$ cat src/rtl/elevator_ctrl_n.sv
// Single-car elevator controller, NUM_FLOORS floors.
// Collective-scan service with prescaled travel and door timing.
module elevator_ctrl_n #(
    parameter int NUM_FLOORS   = 4,
    parameter int FLOOR_W      = 2,
    parameter int TICK_DIV     = 50000000,
    parameter int TRAVEL_TICKS = 3,
    parameter int DOOR_TICKS   = 2
) (
    input  logic                  clk,
    input  logic                  reset,
    input  logic [NUM_FLOORS-1:0] car_btn,
    input  logic [NUM_FLOORS-1:0] hall_up,
    input  logic [NUM_FLOORS-1:0] hall_dn,
    output logic [FLOOR_W-1:0]    current_floor,
    output logic                  dir_up,
    output logic                  moving,
    output logic                  door_open,
    output logic                  arrive,
    output logic [NUM_FLOORS-1:0] pending
);

    localparam int PW   = (TICK_DIV > 1) ? $clog2(TICK_DIV) : 1;
    localparam int TMAX = (TRAVEL_TICKS > DOOR_TICKS) ? TRAVEL_TICKS : DOOR_TICKS;
    localparam int TW   = (TMAX > 1) ? $clog2(TMAX) : 1;

    localparam logic [PW-1:0]         PRE_LAST  = PW'(TICK_DIV - 1);
    localparam logic [TW-1:0]         TRV_LAST  = TW'(TRAVEL_TICKS - 1);
    localparam logic [TW-1:0]         DOOR_LAST = TW'(DOOR_TICKS - 1);
    localparam logic [FLOOR_W-1:0]    TOP       = FLOOR_W'(NUM_FLOORS - 1);
    localparam logic [NUM_FLOORS-1:0] UP_OK     = {1'b0, {(NUM_FLOORS-1){1'b1}}};
    localparam logic [NUM_FLOORS-1:0] DN_OK     = {{(NUM_FLOORS-1){1'b1}}, 1'b0};
    localparam logic [NUM_FLOORS-1:0] ONE       = NUM_FLOORS'(1);

    typedef enum logic [1:0] {S_IDLE, S_MOVE, S_DOOR} state_t;

    state_t                r_state;
    state_t                w_state_nxt;
    logic [PW-1:0]         r_pre;
    logic [TW-1:0]         r_tmr;
    logic [FLOOR_W-1:0]    r_floor;
    logic                  r_dir;
    logic                  r_moving;
    logic                  r_door;
    logic                  r_arrive;
    logic [NUM_FLOORS-1:0] r_car;
    logic [NUM_FLOORS-1:0] r_up;
    logic [NUM_FLOORS-1:0] r_dn;

    logic                  w_tick;
    logic [NUM_FLOORS-1:0] w_pend;
    logic [NUM_FLOORS-1:0] w_here_oh;
    logic                  w_here;
    logic                  w_ahd_up;
    logic                  w_ahd_dn;
    logic                  w_ahd_fwd;
    logic                  w_ahd_rev;
    logic                  w_at_end;
    logic                  w_step;
    logic [FLOOR_W-1:0]    w_nf;
    logic [NUM_FLOORS-1:0] w_nf_oh;
    logic                  w_nf_ahd;
    logic [NUM_FLOORS-1:0] w_fwd_hall;
    logic                  w_stop;
    logic [NUM_FLOORS-1:0] w_fwd_btn;
    logic                  w_restart;
    logic                  w_door_done;

    logic [FLOOR_W-1:0]    w_floor_nxt;
    logic                  w_dir_nxt;
    logic                  w_arrive_nxt;
    logic [TW-1:0]         w_tmr_nxt;
    logic [NUM_FLOORS-1:0] w_clr_car;
    logic [NUM_FLOORS-1:0] w_clr_up;
    logic [NUM_FLOORS-1:0] w_clr_dn;
    logic [NUM_FLOORS-1:0] w_blk_car;
    logic [NUM_FLOORS-1:0] w_blk_up;
    logic [NUM_FLOORS-1:0] w_blk_dn;

    function automatic logic f_above(
        input logic [NUM_FLOORS-1:0] v,
        input logic [FLOOR_W-1:0]    f
    );
        logic r;
        r = 1'b0;
        for (int i = 0; i < NUM_FLOORS; i++) begin
            if (i > int'(f)) r = r | v[i];
        end
        return r;
    endfunction

    function automatic logic f_below(
        input logic [NUM_FLOORS-1:0] v,
        input logic [FLOOR_W-1:0]    f
    );
        logic r;
        r = 1'b0;
        for (int i = 0; i < NUM_FLOORS; i++) begin
            if (i < int'(f)) r = r | v[i];
        end
        return r;
    endfunction

    assign w_tick     = (r_pre == PRE_LAST);
    assign w_pend     = r_car | r_up | r_dn;
    assign w_here_oh  = ONE << r_floor;
    assign w_here     = |(w_pend & w_here_oh);
    assign w_ahd_up   = f_above(w_pend, r_floor);
    assign w_ahd_dn   = f_below(w_pend, r_floor);
    assign w_ahd_fwd  = r_dir ? w_ahd_up : w_ahd_dn;
    assign w_ahd_rev  = r_dir ? w_ahd_dn : w_ahd_up;
    assign w_at_end   = r_dir ? (r_floor == TOP) : (r_floor == '0);
    assign w_step     = (r_state == S_MOVE) && w_tick && (r_tmr == TRV_LAST);

    // Next floor is clamped so the car can never run past either end.
    assign w_nf       = w_at_end ? r_floor :
                        (r_dir ? r_floor + FLOOR_W'(1) : r_floor - FLOOR_W'(1));
    assign w_nf_oh    = ONE << w_nf;
    assign w_nf_ahd   = r_dir ? f_above(w_pend, w_nf) : f_below(w_pend, w_nf);
    assign w_fwd_hall = r_dir ? r_up : r_dn;
    assign w_stop     = (|(w_nf_oh & (r_car | w_fwd_hall))) | ~w_nf_ahd;

    // Presses at the open-door floor hold the door instead of latching.
    assign w_fwd_btn  = r_dir ? (hall_up & UP_OK) : (hall_dn & DN_OK);
    assign w_restart  = (r_state == S_DOOR) &&
                        (|(w_here_oh & (car_btn | w_fwd_btn)));
    assign w_door_done = (r_state == S_DOOR) && w_tick &&
                         (r_tmr == DOOR_LAST) && !w_restart;

    // Free-running tick prescaler.
    always_ff @(posedge clk) begin
        if (reset) r_pre <= '0;
        else       r_pre <= w_tick ? '0 : r_pre + PW'(1);
    end

    // State register.
    always_ff @(posedge clk) begin
        if (reset) r_state <= S_IDLE;
        else       r_state <= w_state_nxt;
    end

    // Next-state selection.
    always_comb begin
        w_state_nxt = r_state;
        unique case (r_state)
            S_IDLE: begin
                if (w_here)                      w_state_nxt = S_DOOR;
                else if (w_ahd_fwd || w_ahd_rev) w_state_nxt = S_MOVE;
            end
            S_MOVE: if (w_step && w_stop) w_state_nxt = S_DOOR;
            S_DOOR: if (w_door_done)      w_state_nxt = S_IDLE;
            default: w_state_nxt = S_IDLE;
        endcase
    end

    // Per-state datapath: timers, floor step, service clears.
    always_comb begin
        w_floor_nxt  = r_floor;
        w_dir_nxt    = r_dir;
        w_arrive_nxt = 1'b0;
        w_tmr_nxt    = r_tmr;
        w_clr_car    = '0;
        w_clr_up     = '0;
        w_clr_dn     = '0;
        w_blk_car    = '0;
        w_blk_up     = '0;
        w_blk_dn     = '0;
        unique case (r_state)
            S_IDLE: begin
                w_tmr_nxt = '0;
                if (w_here) begin
                    w_clr_car    = w_here_oh;
                    w_clr_up     = w_here_oh;
                    w_clr_dn     = w_here_oh;
                    w_arrive_nxt = 1'b1;
                end else if (!w_ahd_fwd && w_ahd_rev) begin
                    w_dir_nxt = ~r_dir;
                end
            end
            S_MOVE: begin
                if (w_tick) begin
                    w_tmr_nxt = (r_tmr == TRV_LAST) ? '0 : r_tmr + TW'(1);
                end
                if (w_step) begin
                    w_floor_nxt = w_nf;
                    if (w_stop) begin
                        w_arrive_nxt = 1'b1;
                        w_clr_car    = w_nf_oh;
                        if (r_dir || !w_nf_ahd) w_clr_up = w_nf_oh;
                        if (!r_dir || !w_nf_ahd) w_clr_dn = w_nf_oh;
                    end
                end
            end
            S_DOOR: begin
                w_blk_car = w_here_oh;
                if (r_dir) w_blk_up = w_here_oh;
                else       w_blk_dn = w_here_oh;
                if (w_restart) begin
                    w_tmr_nxt = '0;
                end else if (w_tick) begin
                    w_tmr_nxt = (r_tmr == DOOR_LAST) ? '0 : r_tmr + TW'(1);
                end
            end
            default: w_tmr_nxt = '0;
        endcase
    end

    // Datapath and registered output update; a press beats a same-cycle clear.
    always_ff @(posedge clk) begin
        if (reset) begin
            r_tmr    <= '0;
            r_floor  <= '0;
            r_dir    <= 1'b1;
            r_moving <= 1'b0;
            r_door   <= 1'b0;
            r_arrive <= 1'b0;
            r_car    <= '0;
            r_up     <= '0;
            r_dn     <= '0;
        end else begin
            r_tmr    <= w_tmr_nxt;
            r_floor  <= w_floor_nxt;
            r_dir    <= w_dir_nxt;
            r_moving <= (w_state_nxt == S_MOVE);
            r_door   <= (w_state_nxt == S_DOOR);
            r_arrive <= w_arrive_nxt;
            r_car    <= (r_car & ~w_clr_car) | (car_btn & ~w_blk_car);
            r_up     <= (r_up & ~w_clr_up) | (hall_up & UP_OK & ~w_blk_up);
            r_dn     <= (r_dn & ~w_clr_dn) | (hall_dn & DN_OK & ~w_blk_dn);
        end
    end

    assign current_floor = r_floor;
    assign dir_up        = r_dir;
    assign moving        = r_moving;
    assign door_open     = r_door;
    assign arrive        = r_arrive;
    assign pending       = w_pend;

endmodule

$ cat config.mk
export PLATFORM = sky130hd
export DESIGN_NAME = elevator_ctrl_n
export DESIGN_NICKNAME = d
export VERILOG_FILES = /design/src/rtl/elevator_ctrl_n.sv
export SDC_FILE = /design/constraint.sdc
export NUM_CORES = 1
export LEC_CHECK = 0
export ABC_AREA = 0
export BUFFER_PORTS_ARGS = -buffer_cell sky130_fd_sc_hd__clkbuf_2
export CORE_UTILIZATION = 60
export DETAILED_ROUTE_END_ITERATION = 16
export GPL_TIMING_DRIVEN = 1
export MAX_ROUTING_LAYER = met4
export PLACE_DENSITY_LB_ADDON = 0.3
export SYNTH_ARGS = -nofsm -noshare
export SYNTH_HDL_FRONTEND = slang
export SYNTH_SLANG_ARGS = --single-unit
$ cat constraint.sdc
create_clock -name clk -period 5.7 [get_ports clk]
set_input_delay 0.285 -clock clk [delete_from_list [all_inputs] [get_ports clk]]
set_output_delay 0.285 -clock clk [all_outputs]
set_load 0.1 [all_outputs]
* Yosys cells after proc, flatten, opt, wreduce, memory -nomap -nowiden
Index checks and enable logic that the tools add are counted.
** Operators by class
- Add/sub/neg operators :: 4
- Order comparisons :: 12
- Eq/ne operators :: 10
- Shift-type cells :: 2
- Multiplexer cells :: 52
- Bitwise logic cells :: 34
- Reductions and logical operators :: 24
** Operator list (count)
- 2-to-1 mux 4 bit :: 16
- AND 4 bit :: 8
- bitwise OR 4 bit :: 7
- adder 26 x 1 -> 26 bit, second input constant :: 1
- equality test 26 bit, second input constant :: 1
- inverter 4 bit :: 6
- one-hot mux 4 bit (2 select lines) :: 3
- 2-to-1 mux 2 bit :: 11
- 2-to-1 mux 1 bit :: 19
- OR reduction 4 bit :: 3
- bitwise OR 1 bit :: 9
- equality test 2 bit, second input constant :: 4
- greater-than comparator 2 bit, first input constant :: 4
- logical AND 1 bit :: 8
- < comparator 1 x 2 -> 1 bit, first input constant :: 4
- left shift 1 x 2 -> 4 bit, first input constant :: 2
- equality test 2 x 1 -> 1 bit, second input constant :: 3
- one-hot mux 2 bit (3 select lines) :: 1
- adder 2 x 1 -> 2 bit, second input constant :: 2
- AND 3 x 4 -> 4 bit :: 1
- greater-than comparator 1 x 2 -> 1 bit, first input constant :: 2
- zero test 1 bit :: 4
- zero test 2 bit :: 2
- < comparator 2 bit, first input constant :: 2
- other kinds (10) :: 15
** Word-level totals
- Bits in registers :: 48
- Bits of input ports :: 14
- Output and inout bits :: 10
- Logic and storage cells :: 149

* Longest topological paths before layout
Gate-level depths: netlist (run 1).
- Depth in word-level cells :: 19
- Depth in mapped cells :: 11
- Depth with buffers taken out :: 9

* Worst setup path before layout (run 1)
Ideal clock, no wire load.
- Path kind :: flip-flop to flip-flop
- Start :: register r_floor[0], in the netlist current_floor[0]
- End :: register r_up[1]
- Setup time :: 122 ps
- Data arrival time :: 3428 ps
- Required time :: 5578 ps
- Slack :: 2150 ps
- Stages on the path, launching flop included :: 12
- Buffers on the path :: 2
- Period minus slack after synthesis :: 3550 ps
- Cell sequence :: dfxtp_1 > inv_1 > ha_1 > buf_2 > nor2b_1 > nor3_1 > a21oi_2 > buf_2 > a41o_1 > o221ai_2 > nand4_1 > a311o_1
** Between the ends
- Cells in the longest elaborated chain, start to end :: 19
- Elaborated cells on any way between the ends :: 46
- Those cells by class :: add/sub (2); order compare (6); eq/ne (1); shift (2); mux (17); bitwise (13); reduce/logical (5)
** RTL lines
- from (decl) :: RTL line 41 : logic [FLOOR_W-1:0] r_floor;
- from (signal assigned) :: RTL line 222 : r_floor <= w_floor_nxt;
- subtractor 2 x 1 -> 2 bit, or another cell as far along :: RTL line 117 : (r_dir ? r_floor + FLOOR_W'(1) : r_floor - FLOOR_W'(1));
- 2-to-1 mux 2 bit / 2-to-1 mux 1 bit (equally long branches) :: RTL line 117, 112
- 2-to-1 mux 2 bit :: RTL line 116 : assign w_nf = w_at_end ? r_floor :
- < comparator 1 x 2 -> 1 bit / greater-than comparator 1 x 2 -> 1 bit (equally long branches) :: RTL line 99, 87
- 2-to-1 mux 1 bit, on equally long branches :: RTL line 99, 87
- bitwise OR 1 bit, on equally long branches :: RTL line 99, 87
- 2-to-1 mux 1 bit, on equally long branches :: RTL line 99, 87
- bitwise OR 1 bit, on equally long branches :: RTL line 99, 87
- [3 not listed]
- logical OR 1 bit :: RTL line 189 : if (r_dir || !w_nf_ahd) w_clr_up = w_nf_oh;
- 2-to-1 mux 4 bit :: RTL line 189
- 2-to-1 mux 4 bit :: RTL line 186 : if (w_stop) begin
- 2-to-1 mux 4 bit :: RTL line 184 : if (w_step) begin
- one-hot mux 4 bit (2 select lines) :: RTL line 168 : unique case (r_state)
- inverter 4 bit :: RTL line 228 : r_up <= (r_up & ~w_clr_up) | (hall_up & UP_OK & ~w_blk_up);
- AND 4 bit :: RTL line 228
- bitwise OR 4 bit (*) :: RTL line 228
- to (signal assigned) :: RTL line 228
- to (decl) :: RTL line 47 : logic [NUM_FLOORS-1:0] r_up;
Every way passes the cells marked *; elsewhere a longest branch is shown, timed or not.
A chain may end at the register's enable or synchronous reset.

* Final worst setup path (run 1)
- Start :: register r_floor[0], in the netlist current_floor[0]
- End :: register r_moving, in the netlist moving
** Between the ends
- Cells in the longest elaborated chain, start to end :: 16
- Elaborated cells on any way between the ends :: 63
- Those cells by class :: add/sub (2); order compare (12); eq/ne (2); shift (2); mux (23); bitwise (13); reduce/logical (9)
** RTL lines
- subtractor 2 x 1 -> 2 bit, or another cell as far along :: RTL line 117
- 2-to-1 mux 2 bit / 2-to-1 mux 1 bit (equally long branches) :: RTL line 117, 112
- 2-to-1 mux 2 bit :: RTL line 116
- < comparator 1 x 2 -> 1 bit / greater-than comparator 1 x 2 -> 1 bit (equally long branches) :: RTL line 99, 87
- 2-to-1 mux 1 bit, on equally long branches :: RTL line 99, 87
- bitwise OR 1 bit, on equally long branches :: RTL line 99, 87
- 2-to-1 mux 1 bit, on equally long branches :: RTL line 99, 87
- bitwise OR 1 bit, on equally long branches :: RTL line 99, 87
- 2-to-1 mux 1 bit, on equally long branches :: RTL line 99, 87
- 2-to-1 mux 1 bit :: RTL line 119 : assign w_nf_ahd = r_dir ? f_above(w_pend, w_nf) : f_below(w_pend, w_nf);
- inverter 1 bit :: RTL line 121 : assign w_stop = (|(w_nf_oh & (r_car | w_fwd_hall))) | ~w_nf_ahd;
- bitwise OR 1 bit :: RTL line 121
- logical AND 1 bit :: RTL line 150 : S_MOVE: if (w_step && w_stop) w_state_nxt = S_DOOR;
- 2-to-1 mux 2 bit :: RTL line 150
- one-hot mux 2 bit (3 select lines) (*) :: RTL line 145 : unique case (r_state)
- equality test 2 x 1 -> 1 bit (*) :: RTL line 224 : r_moving <= (w_state_nxt == S_MOVE);
- to (signal assigned) :: RTL line 224
- to (decl) :: RTL line 43 : logic r_moving;
Marks and branches as above.

==> summary.md, run 1 <==
| Metric | Value |
|---|---|
| Buffers on Ports | `21` |
| Top cells by area, synth | `dfxtp_1, nor2_1, ha_1` |
| DR pass1 iterations | `5` |
| Core ar. | `4384 um2` |
| RePlAce Congestion | `0.9692` |
| First-pass GRT wire length | `10,320 um` |
| Area taken by multi-input logic gates | `1675 um2` |
| Final wirelength | `6197 um` |
| Most area-hungry cell type in the Yosys netlist | `dfxtp_1` |
| H-tree lvl count | `2` |
| Fin nets | `364` |
| Combinational family with the most area after synthesis | `simple AND/OR/NAND/NOR gates` |
| Leak pwr | `1.206 nW` |
| Startpoint types | `flip-flop` |
| Max Fclk | `296.3 MHz` |
| PwrDens | `303.6 nW/um2` |
| Netlist Area Pre-Place | `2761 um2` |
| Starting density of the core | `62.99%` |
| Die Y | `69.84 um` |
| Commonest non-fill, non-tap cell in the layout | `dfxtp_1` |
| Number of max-cap violations | `0` |
| Setup-failing EPs final | `0` |
| Main synth FF type | `dfxtp_1` |
| Die area | `4878 um2` |
| Overall Power | `0.9200 mW` |
| Fin crit share | `59.22%` |
| CP endpoint kind | `flip-flop` |
| Layout filler cell count | `359` |
| Clk_skew | `7.057 ps` |
| Worst setup margin | `2325 ps` |
| Cell count after synthesis | `320` |
| Synth Area in Simple Gates | `25.01%` |
| Hold Buf Count CTS | `0` |
| Setup Crit Path Kind | `flip-flop to flip-flop` |
| DPL Wire Length | `4348 um` |
| Clock Sink Count | `48` |
| Worst hold path class | `primary input to flip-flop` |
| Register area share after synthesis | `34.80%` |
| Netlist cell types | `66` |
| Cell Count, Final, Fillers Out | `392` |
| Critical Path AT | `3590 ps` |
| Synth Area in XOR/XNOR | `8.473%` |
| Reg2Reg Depth | `9` |
| Post-synthesis mux area share | `3.308%` |
| Fin Hold WS | `238.7 ps` |
| Status | `finished, final reports clean` |
| CTS Buf Count | `5` |
| Pre-CTS WS | `2423 ps` |
| Worst endpoint required time | `5910 ps` |
| Complex-gate fraction of the synthesized area | `18.89%` |
| Yosys reg bits | `48` |
| Max Slew Vio Count | `0` |
| Rel. slew slack | `47.39%` |
| Register area | `960.9 um2` |
| GR Util All Layers | `27.32%` |
| Post-Place Cells | `384` |
| Syn_area_per_cell | `8.629 um2` |
| Clock-pin transition on the worst setup and hold timing paths | `90 ps` |
| Commonest non-fill, non-tap cells in the layout | `dfxtp_1, nor2_1, nand2_1, inv_1, clkbuf_2` |
| Ant diodes | `0` |
| Setup bufs post-CTS | `0` |
| Vias in the first global route | `2,285` |
| Die width | `69.84 um` |
| Syn Nets | `345` |
| Hold Violations, Final | `0` |
| Critical-path maximum fanout | `11` |
| EDFF count, synth | `0` |
| Vias per cell | `6.237` |
| Post-DRT Antenna Nets | `0` |
| Worst Tran Pin Value | `786.3 ps` |
| Initial antenna violation count | `0` |
| Synth async-reset ratio | `0%` |
| Peak supply drop | `0.0001847 V` |
| Adder-Cell Fraction of Synth Area | `4.984%` |
| Yosys Warn Count | `0` |
| WHS Path Cells | `2` |
| Share of the synthesized area in the top cell type | `34.80%` |
| Rows | `24` |
| CTS Buffer Depth | `2` |
| Root buffer selected by CTS | `clkbuf_8` |
| TNS Setup | `0 ps` |
| Starting DRC count in detailed routing | `141` |
| Pin count of the biggest net entering global routing | `25` |
| Fin crit period | `3375 ps` |
| DR WL/cell | `15.81 um` |
| DR DRC count | `0` |
| Detailed-route via count | `2,445` |
| Overflow after GRT | `0` |
| CTS tree | `built` |
| PostCTS Resize Cnt | `0` |
| RSZ-0062 raised after global routing | `false` |
| Share of cells above drive strength 1 | `16.47%` |
| Clock Latency Late Sink | `300 ps` |
| I/O pins | `24` |
| Layout area overhead | `9.742%` |
[cell type report]
cell class,count,area share (%)
inverter,21,2.601
timing repair buffer,22,3.716
tap,52,2.147
clock inverter,3,2.271
sequential,48,31.71
multi-input combinational,241,55.28
clock buffer,5,2.271
[Yosys cell counts, drive strengths merged (3+ instances only)]
cell and count:
nand4 8, a31oi 3, a31o 4, mux2i 3
and2 4, xnor2 11, buf 6, o211ai 3
nand3 15, nor2 39, o21ai 10, inv 21
nor3 12, ha 11, mux2 4, nor4 3
xor2 14, clkbuf 4, a211oi 3, dfxtp 48
o31ai 6, a2111oi 3, nand2 25, a21oi 11
o221ai 3, nor2b 6, and3 9, or2 3
[through the flow]
step | utilization [%] | instance area, um2
CTS | 69.12 | 3030
floorplan | - | 2761
global route | 69.12 | 3030
finish | 69.12 | 3030
detailed placement | 65.98 | 2893
global placement | 65.98 | 2893
[worst max-delay path, stage by stage, from the launching register on]
cell and delay (ps):
dfxtp_1 500, inv_1 180, ha_1 370, nor2b_1 200, nor3_1 220, a21oi_2 150
o41ai_2 730, o221ai_2 300, a211o_1 360, a2111oi_2 280
[worst paths after layout]
check | from | end | slack, ps
worst max-delay path | current_floor[0]$_SDFFE_PP0P_ | moving$_SDFF_PP0_ | 2320
worst max register to register | current_floor[0]$_SDFFE_PP0P_ | moving$_SDFF_PP0_ | 2320
worst min register to register | r_pre[0]$_SDFF_PP0_ | r_pre[0]$_SDFF_PP0_ | 480
worst min-delay path | hall_up[0] | r_up[0]$_SDFF_PP0_ | 240
[registers in the layout, summed over array words and instances, names as in the netlist]
signal / cells
arrive: 1
current_floor: 2
dir_up: 1
door_open: 1
moving: 1
r_car: 4
r_dn: 4
r_pre: 26
r_state: 2
r_tmr: 2
r_up: 4
[layer usage]
metal  wire [um]  track usage, %  part of all wire (%)
met5           0               -                     0
met2        3063           45.73                    49
met3         367           4.506                   5.9
met1        2567           32.51                    41
met4         199           11.33                   3.2
[power by group]
| group | internal, mW | leakage [nW] | switching (mW) |
|---|---|---|---|
| clock network | 0.177 | 0.0687 | 0.119 |
| logic | 0.0718 | 0.746 | 0.177 |
| registers | 0.357 | 0.391 | 0.0194 |
[logic make-up (layout without fill, tap and decap cells)]
group / count (synthesis) / after routing
simple gates: 134 / 134
compound gates: 64 / 64
flops: 48 / 48
buf+inv: 31 / 51
xor+xnor: 25 / 25
fa+ha+maj: 11 / 11
mux: 7 / 7
Power figures use the tool's default switching activity.
==> run 2, diff against run 1 <==
--- a/config.mk
+++ b/config.mk
@@ -7,7 +7,7 @@
 export LEC_CHECK = 0
 export ABC_AREA = 0
 export BUFFER_PORTS_ARGS = -buffer_cell sky130_fd_sc_hd__clkbuf_2
-export CORE_UTILIZATION = 60
+export CORE_UTILIZATION = 54
 export DETAILED_ROUTE_END_ITERATION = 16
 export GPL_TIMING_DRIVEN = 1
 export MAX_ROUTING_LAYER = met4
==> constraint.sdc (replaced) <==
create_clock -name clk -period 2.95 [get_ports clk]
set_input_delay 0.1475 -clock clk [delete_from_list [all_inputs] [get_ports clk]]
set_output_delay 0.1475 -clock clk [all_outputs]
set_load 0.1 [all_outputs]
==> run 2 against run 1 <==
Net effect:
- sequential share of layout area shrank 0.56 points
- worst hold slack lost 150 ps
- non-clock buffer count grew 11
- die area grew 11%
- core utilization shrank 4.6 points
- cell count grew 6.6%
- critical path depth shrank 1
- critical endpoint is now r_dn[1]$_SDFF_PP0_
- highest routed layer unchanged
==> summary.md, run 2 (synthesis gave the netlist of run 1 again) <==
| Metric | Value |
|---|---|
| Detailed-route via count | `2,402` |
| TNS Setup | `0 ps` |
| PostCTS Resize Cnt | `0` |
| Peak supply drop | `0.0003489 V` |
| Comb pwr share | `29.0%` |
| Critical-path maximum fanout | `11` |
| CP max stage delay | `440 ps` |
| Status | `finished, final reports clean` |
| Setup Crit Path Kind | `flip-flop to flip-flop` |
| CP delay by family, top | `compound AO/OA/AOI/OAI gates` |
| Clock-pin transition on the worst setup and hold timing paths | `80 ps` |
| Switch Pwr | `0.5853 mW` |
| Initial antenna violation count | `0` |
| Clk pwr share | `27.7%` |
| Hold Path End | `r_up[2]$_SDFF_PP0_` |
| Overflow after GRT | `0` |
| Vias in the first global route | `2,041` |
| Starting density of the core | `57.32%` |
| Fin crit share | `93.76%` |
| Commonest non-fill, non-tap cells in the layout | `dfxtp_1, nor2_1, nand2_1, inv_1, clkbuf_2` |
| Rel. slew slack | `61.84%` |
| Slowest stage cell, crit path | `a21oi_2` |
| H-tree lvl count | `2` |
| DPL Wire Length | `4374 um` |
| Worst Tran Pin Value | `567.1 ps` |
| Reg2Reg Depth | `8` |
| R2r setup slk | `180 ps` |
| CTS Buffer Depth | `2` |
| Buf+Inv Stages, Crit Path | `1` |
| Worst hold path class | `primary input to flip-flop` |
| Int Pwr | `1.084 mW` |
| Met3 Resource Use GR | `5.898%` |
| Commonest non-fill, non-tap cell in the layout | `dfxtp_1` |
| First-pass GRT wire length | `9404 um` |
| Final wirelength | `5910 um` |
| Worst r2r src | `current_floor[0]$_SDFFE_PP0P_` |
| Layer with the highest usage | `met2` |
| Pin count of the biggest net entering global routing | `25` |
| I/O pins | `24` |
| RePlAce Congestion | `0.9503` |
| Clock Sink Count | `48` |
| Fin nets | `375` |
| Ant diodes | `0` |
| Core ar. | `4817 um2` |
| DR DRC count | `0` |
| Share of cells above drive strength 1 | `19.37%` |
| Hold Buf Count CTS | `0` |
| Rows | `25` |
| Setup-failing EPs final | `0` |
| WHS Path Cells | `3` |
| CTS Buf Count | `5` |
| Layout area overhead | `12.60%` |
| Part of the power in registers | `43.4%` |
| Met2 usage | `37.72%` |
| Worst path cell trace | `inv_1 -> ha_1 -> mux2_4 -> a21oi_2 -> o41ai_2 -> o221ai_2 -> nand4_1 -> a311o_1` |
| PwrDens | `536.8 nW/um2` |
| Leak pwr | `1.248 nW` |
| DR pass1 iterations | `4` |
| Net Sw Frac | `35.07%` |
| CP endpoint kind | `flip-flop` |
| Worst endpoint required time | `3140 ps` |
| Die Y | `73.51 um` |
| Number of max-cap violations | `0` |
| Clock Latency Late Sink | `300 ps` |
| Max Fclk | `361.5 MHz` |
| Met1 global-route usage | `29.42%` |
| Startpoint types | `flip-flop` |
| Clk_skew | `6.432 ps` |
| HP Start | `hall_up[2]` |
| Fin crit period | `2766 ps` |
| Max reg flops | `26` |
| Hold Violations, Final | `0` |
| CTS tree | `built` |
| Starting DRC count in detailed routing | `107` |
| Post-DRT Antenna Nets | `0` |
| Buffers on Ports | `21` |
| Max Slew Vio Count | `0` |
| Die area | `5404 um2` |
| GR Util All Layers | `23.67%` |
| Worst reg2reg endpoint | `r_dn[1]$_SDFF_PP0_` |
| Die width | `73.51 um` |
| Critical Path AT | `2960 ps` |
| DR WL/cell | `14.14 um` |
| Root buffer selected by CTS | `clkbuf_8` |
| Vias per cell | `5.746` |
| Largest register by flop count | `r_pre` |
| Fin Hold WS | `93.28 ps` |
| Setup bufs post-CTS | `0` |
| RSZ-0062 raised after global routing | `false` |
## run 2: cell types whose count changed in the layout (fill, tap and decap cells not counted)
cell       before  now
buf_4           1   12
bufinv_16       2    1
clkbuf_1        0    1
clkinv_2        0    1
dfxtp_1        48   46
dfxtp_4         0    2
inv_6           1    0
## run 2: worst min-delay path: stages
cell	delay [ps]
clkbuf_2	90
a31oi_1	60
o21ai_1	60
## run 2: area by class of cell
cell class                 instances  area [um2]
fill                             423        1708
clock inverter                     2       35.03
inverter                          21       78.83
multi-input combinational        241        1675
clock buffer                       6       72.57
sequential                        48       968.4
timing repair buffer              33       195.2
tap                               67       83.83
## run 2: stage by stage
step | setup WS [ps] | cell area, um2 | power [mW] | utilization (%) | std cells
after detailed placement | 187.1 | 3002 | 1.217 | 62.31 | 410
after global routing | 35.81 | 3109 | 1.752 | 64.55 | 418
after floorplan | 58.90 | 2769 | 1.121 | - | 320
after global placement | 255.0 | 3002 | 1.212 | 62.31 | 410
after CTS | 199.8 | 3109 | 1.685 | 64.55 | 418
final | 184.1 | 3109 | 1.669 | 64.55 | 418
## run 2: metal layers
| metal | vias to the layer above | wire length [um] |
|---|---|---|
| li1 | 1212 | - |
| met1 | 1116 | 2723 |
| met2 | 60 | 2812 |
| met3 | 14 | 277 |
| met4 | 0 | 97 |
| met5 | - | 0 |
## run 2: how the worst max path moves through the flow
stage,startpoint,to,slack [ps],cells past startpoint
after floorplan,dir_up$_SDFFE_PP1P_,moving$_SDFF_PP0_,60,6
after global placement,current_floor[0]$_SDFFE_PP0P_,moving$_SDFF_PP0_,250,8
after detailed placement,current_floor[0]$_SDFFE_PP0P_,r_dn[0]$_SDFF_PP0_,190,9
after CTS,current_floor[0]$_SDFFE_PP0P_,r_dn[0]$_SDFF_PP0_,200,9
after global routing,current_floor[0]$_SDFFE_PP0P_,r_dn[0]$_SDFF_PP0_,40,9
final,current_floor[0]$_SDFFE_PP0P_,r_dn[1]$_SDFF_PP0_,180,8
## run 2: power by group through the flow
stage | Clock [mW] | Combinational [mW] | Sequential [mW]
2_1_floorplan | 0 | 0.316 | 0.805
3_3_place_gp | 0 | 0.476 | 0.736
3_5_place_dp | 0 | 0.479 | 0.738
4_1_cts | 0.482 | 0.481 | 0.722
5_1_grt | 0.506 | 0.517 | 0.730
6_report | 0.462 | 0.484 | 0.724
==> run 3, diff against run 2 <==
--- a/config.mk
+++ b/config.mk
@@ -7,7 +7,8 @@
 export LEC_CHECK = 0
 export ABC_AREA = 0
 export BUFFER_PORTS_ARGS = -buffer_cell sky130_fd_sc_hd__clkbuf_2
-export CORE_UTILIZATION = 54
+export CORE_UTILIZATION = 56
+export CTS_BUF_LIST = sky130_fd_sc_hd__clkbuf_2
 export DETAILED_ROUTE_END_ITERATION = 16
 export GPL_TIMING_DRIVEN = 1
 export MAX_ROUTING_LAYER = met4
==> run 3 against run 2 <==
Net effect:
- final area is 0.68% lower
- cell count is 0.72% higher
- routed wire length is 7.8% higher
- via count is 1.6% higher
- die area is 3.5% lower
- clock power is 42% lower
- worst setup slack better by 26 ps
- register-to-register slack better by 30 ps
- combinational power is 2% higher
- sequential power hardly changed
- critical path depth stayed put
==> summary.md, run 3 (synthesis gave the netlist of run 1 again) <==
| Metric | Value |
|---|---|
| CP max stage delay | `450 ps` |
| Layer with the highest usage | `met2` |
| Clk_skew | `19.56 ps` |
| Met2 usage | `47.14%` |
| Setup bufs post-CTS | `0` |
| I/O pins | `24` |
| Commonest non-fill, non-tap cell in the layout | `dfxtp_1` |
| PwrDens | `481.8 nW/um2` |
| Vias in the first global route | `2,345` |
| Number of max-cap violations | `0` |
| H-tree lvl count | `2` |
| Overall Power | `1.488 mW` |
| CTS Buffer Depth | `2` |
| Post-Route Utilization | `65.38%` |
| CTS Buf Count | `5` |
| CTS tree | `built` |
| Setup-failing EPs final | `0` |
| Worst path cell trace | `ha_1 -> mux2i_4 -> xnor2_2 -> a31oi_1 -> o41ai_4 -> o221ai_2 -> nand4_1 -> a311o_1` |
| Final wirelength | `6369 um` |
| Max reg flops | `26` |
| Buffers on Ports | `21` |
| Fin crit period | `2740 ps` |
| Starting density of the core | `58.46%` |
| RePlAce Congestion | `0.9066` |
| Largest register by flop count | `r_pre` |
| Post-Place Cells | `408` |
| Die width | `72.22 um` |
| Fin crit share | `92.87%` |
| DR pass1 iterations | `5` |
| Leak pwr | `1.242 nW` |
| Pin count of the biggest net entering global routing | `25` |
| Final non-filler cell area | `3088 um2` |
| Critical-path maximum fanout | `10` |
| Commonest non-fill, non-tap cells in the layout | `dfxtp_1, nor2_1, clkbuf_2, nand2_1, inv_1` |
| Clock Latency Late Sink | `420 ps` |
| Share of cells above drive strength 1 | `18.93%` |
| First-pass GRT wire length | `10,540 um` |
| Hold Violations, Final | `0` |
| Cell Count, Final, Fillers Out | `421` |
| Worst Tran Pin Value | `605.4 ps` |
| Die Y | `72.22 um` |
| Critical Path AT | `3090 ps` |
| Setup Crit Path Kind | `flip-flop to flip-flop` |
| TNS Setup | `0 ps` |
| Ant diodes | `0` |
| Initial antenna violation count | `0` |
| Rel. slew slack | `59.27%` |
| Met3 Resource Use GR | `5.000%` |
| Core ar. | `4723 um2` |
| Detailed-route via count | `2,441` |
| Max Fclk | `365.0 MHz` |
| Post-DRT Antenna Nets | `0` |
| Post-DP Area | `2987 um2` |
| RSZ-0062 raised after global routing | `false` |
| Max Slew Vio Count | `0` |
| Peak supply drop | `0.0003080 V` |
| Met1 global-route usage | `29.69%` |
| Layout area overhead | `11.83%` |
| Startpoint types | `flip-flop` |
| Fin nets | `378` |
| Vias per cell | `5.798` |
| Slowest stage cell, crit path | `dfxtp_4` |
| Rows | `25` |
| DR WL/cell | `15.13 um` |
| Clock-pin transition on the worst setup and hold timing paths | `240 ps` |
| DR DRC count | `0` |
| CP endpoint kind | `flip-flop` |
| Status | `finished, final reports clean` |
| Clock Sink Count | `48` |
| Worst endpoint required time | `3300 ps` |
| GR Util All Layers | `26.44%` |
| Worst hold path class | `primary input to flip-flop` |
| Die area | `5216 um2` |
| Overflow after GRT | `0` |
| Root buffer selected by CTS | `clkbuf_2` |
| DPL Wire Length | `4709 um` |
| Starting DRC count in detailed routing | `137` |
-- run 3: changes by cell type in the layout (fill, tap and decap cells not counted), sizes merged --
cell	change
dlygate4sd3	+5
clkbuf	+1
bufinv	-1
buf	-2
-- run 3: final timing paths --
path         depth (start not counted)                           from             endpoint  slack (ps)
max                                  8  current_floor[1]$_SDFFE_PP0P_   r_dn[1]$_SDFF_PP0_         210
max reg2reg                          8  current_floor[1]$_SDFFE_PP0P_   r_dn[1]$_SDFF_PP0_         210
min reg2reg                          1             r_up[3]$_SDFF_PP0_   r_up[3]$_SDFF_PP0_         520
min                                  3                     car_btn[1]  r_car[1]$_SDFF_PP0_          40
-- run 3: critical path, delay by kind of cell (launching register included) --
| kind | cells | cell delay [ps] |
|---|---|---|
| flops | 1 | 450 |
| fa+ha+maj | 1 | 410 |
| mux | 1 | 160 |
| compound gates | 4 | 1200 |
| xor+xnor | 1 | 220 |
| simple gates | 1 | 230 |
-- run 3: through the flow --
stage          setup slack (ps)  hold slack, ps
4_1_cts                   94.83           36.75
5_1_grt                   70.41           57.68
3_3_place_gp              233.2           403.5
2_1_floorplan             58.90           283.1
6_report                  210.4           37.11
3_5_place_dp              132.4           412.4
-- run 3: where the power goes --
| part | switching [mW] | leakage, nW | internal, mW | total [mW] |
|---|---|---|---|---|
| Sequential | 0.0378 | 0.393 | 0.689 | 0.727 |
| Combinational | 0.347 | 0.816 | 0.146 | 0.493 |
| Clock | 0.203 | 0.0330 | 0.0648 | 0.268 |
| Total | 0.588 | 1.24 | 0.900 | 1.49 |
-- run 3: metal layers --
layer  share of wire, %  wire [um]  up-vias
met4                2.3        149        0
met1                 43       2715     1132
met3                4.6        292       18
met5                  0          0        -
li1                   -          -     1220
met2                 50       3212       71
-- run 3: layout make-up --
type / count / area (um2)
sequential: 48 / 968.4
clock buffer: 7 / 35.03
multi-input combinational: 241 / 1687
clock inverter: 1 / 5.005
fill: 403 / 1635
timing repair buffer: 36 / 230.2
inverter: 21 / 78.83
tap: 67 / 83.83
-- run 3: repair_timing --
action                                  in CTS  in global routing
hold buffers                                 5                  0
endpoints found under the setup margin       0                  1
gates resized for setup                      0                  1
hold endpoints to repair                     5                  0
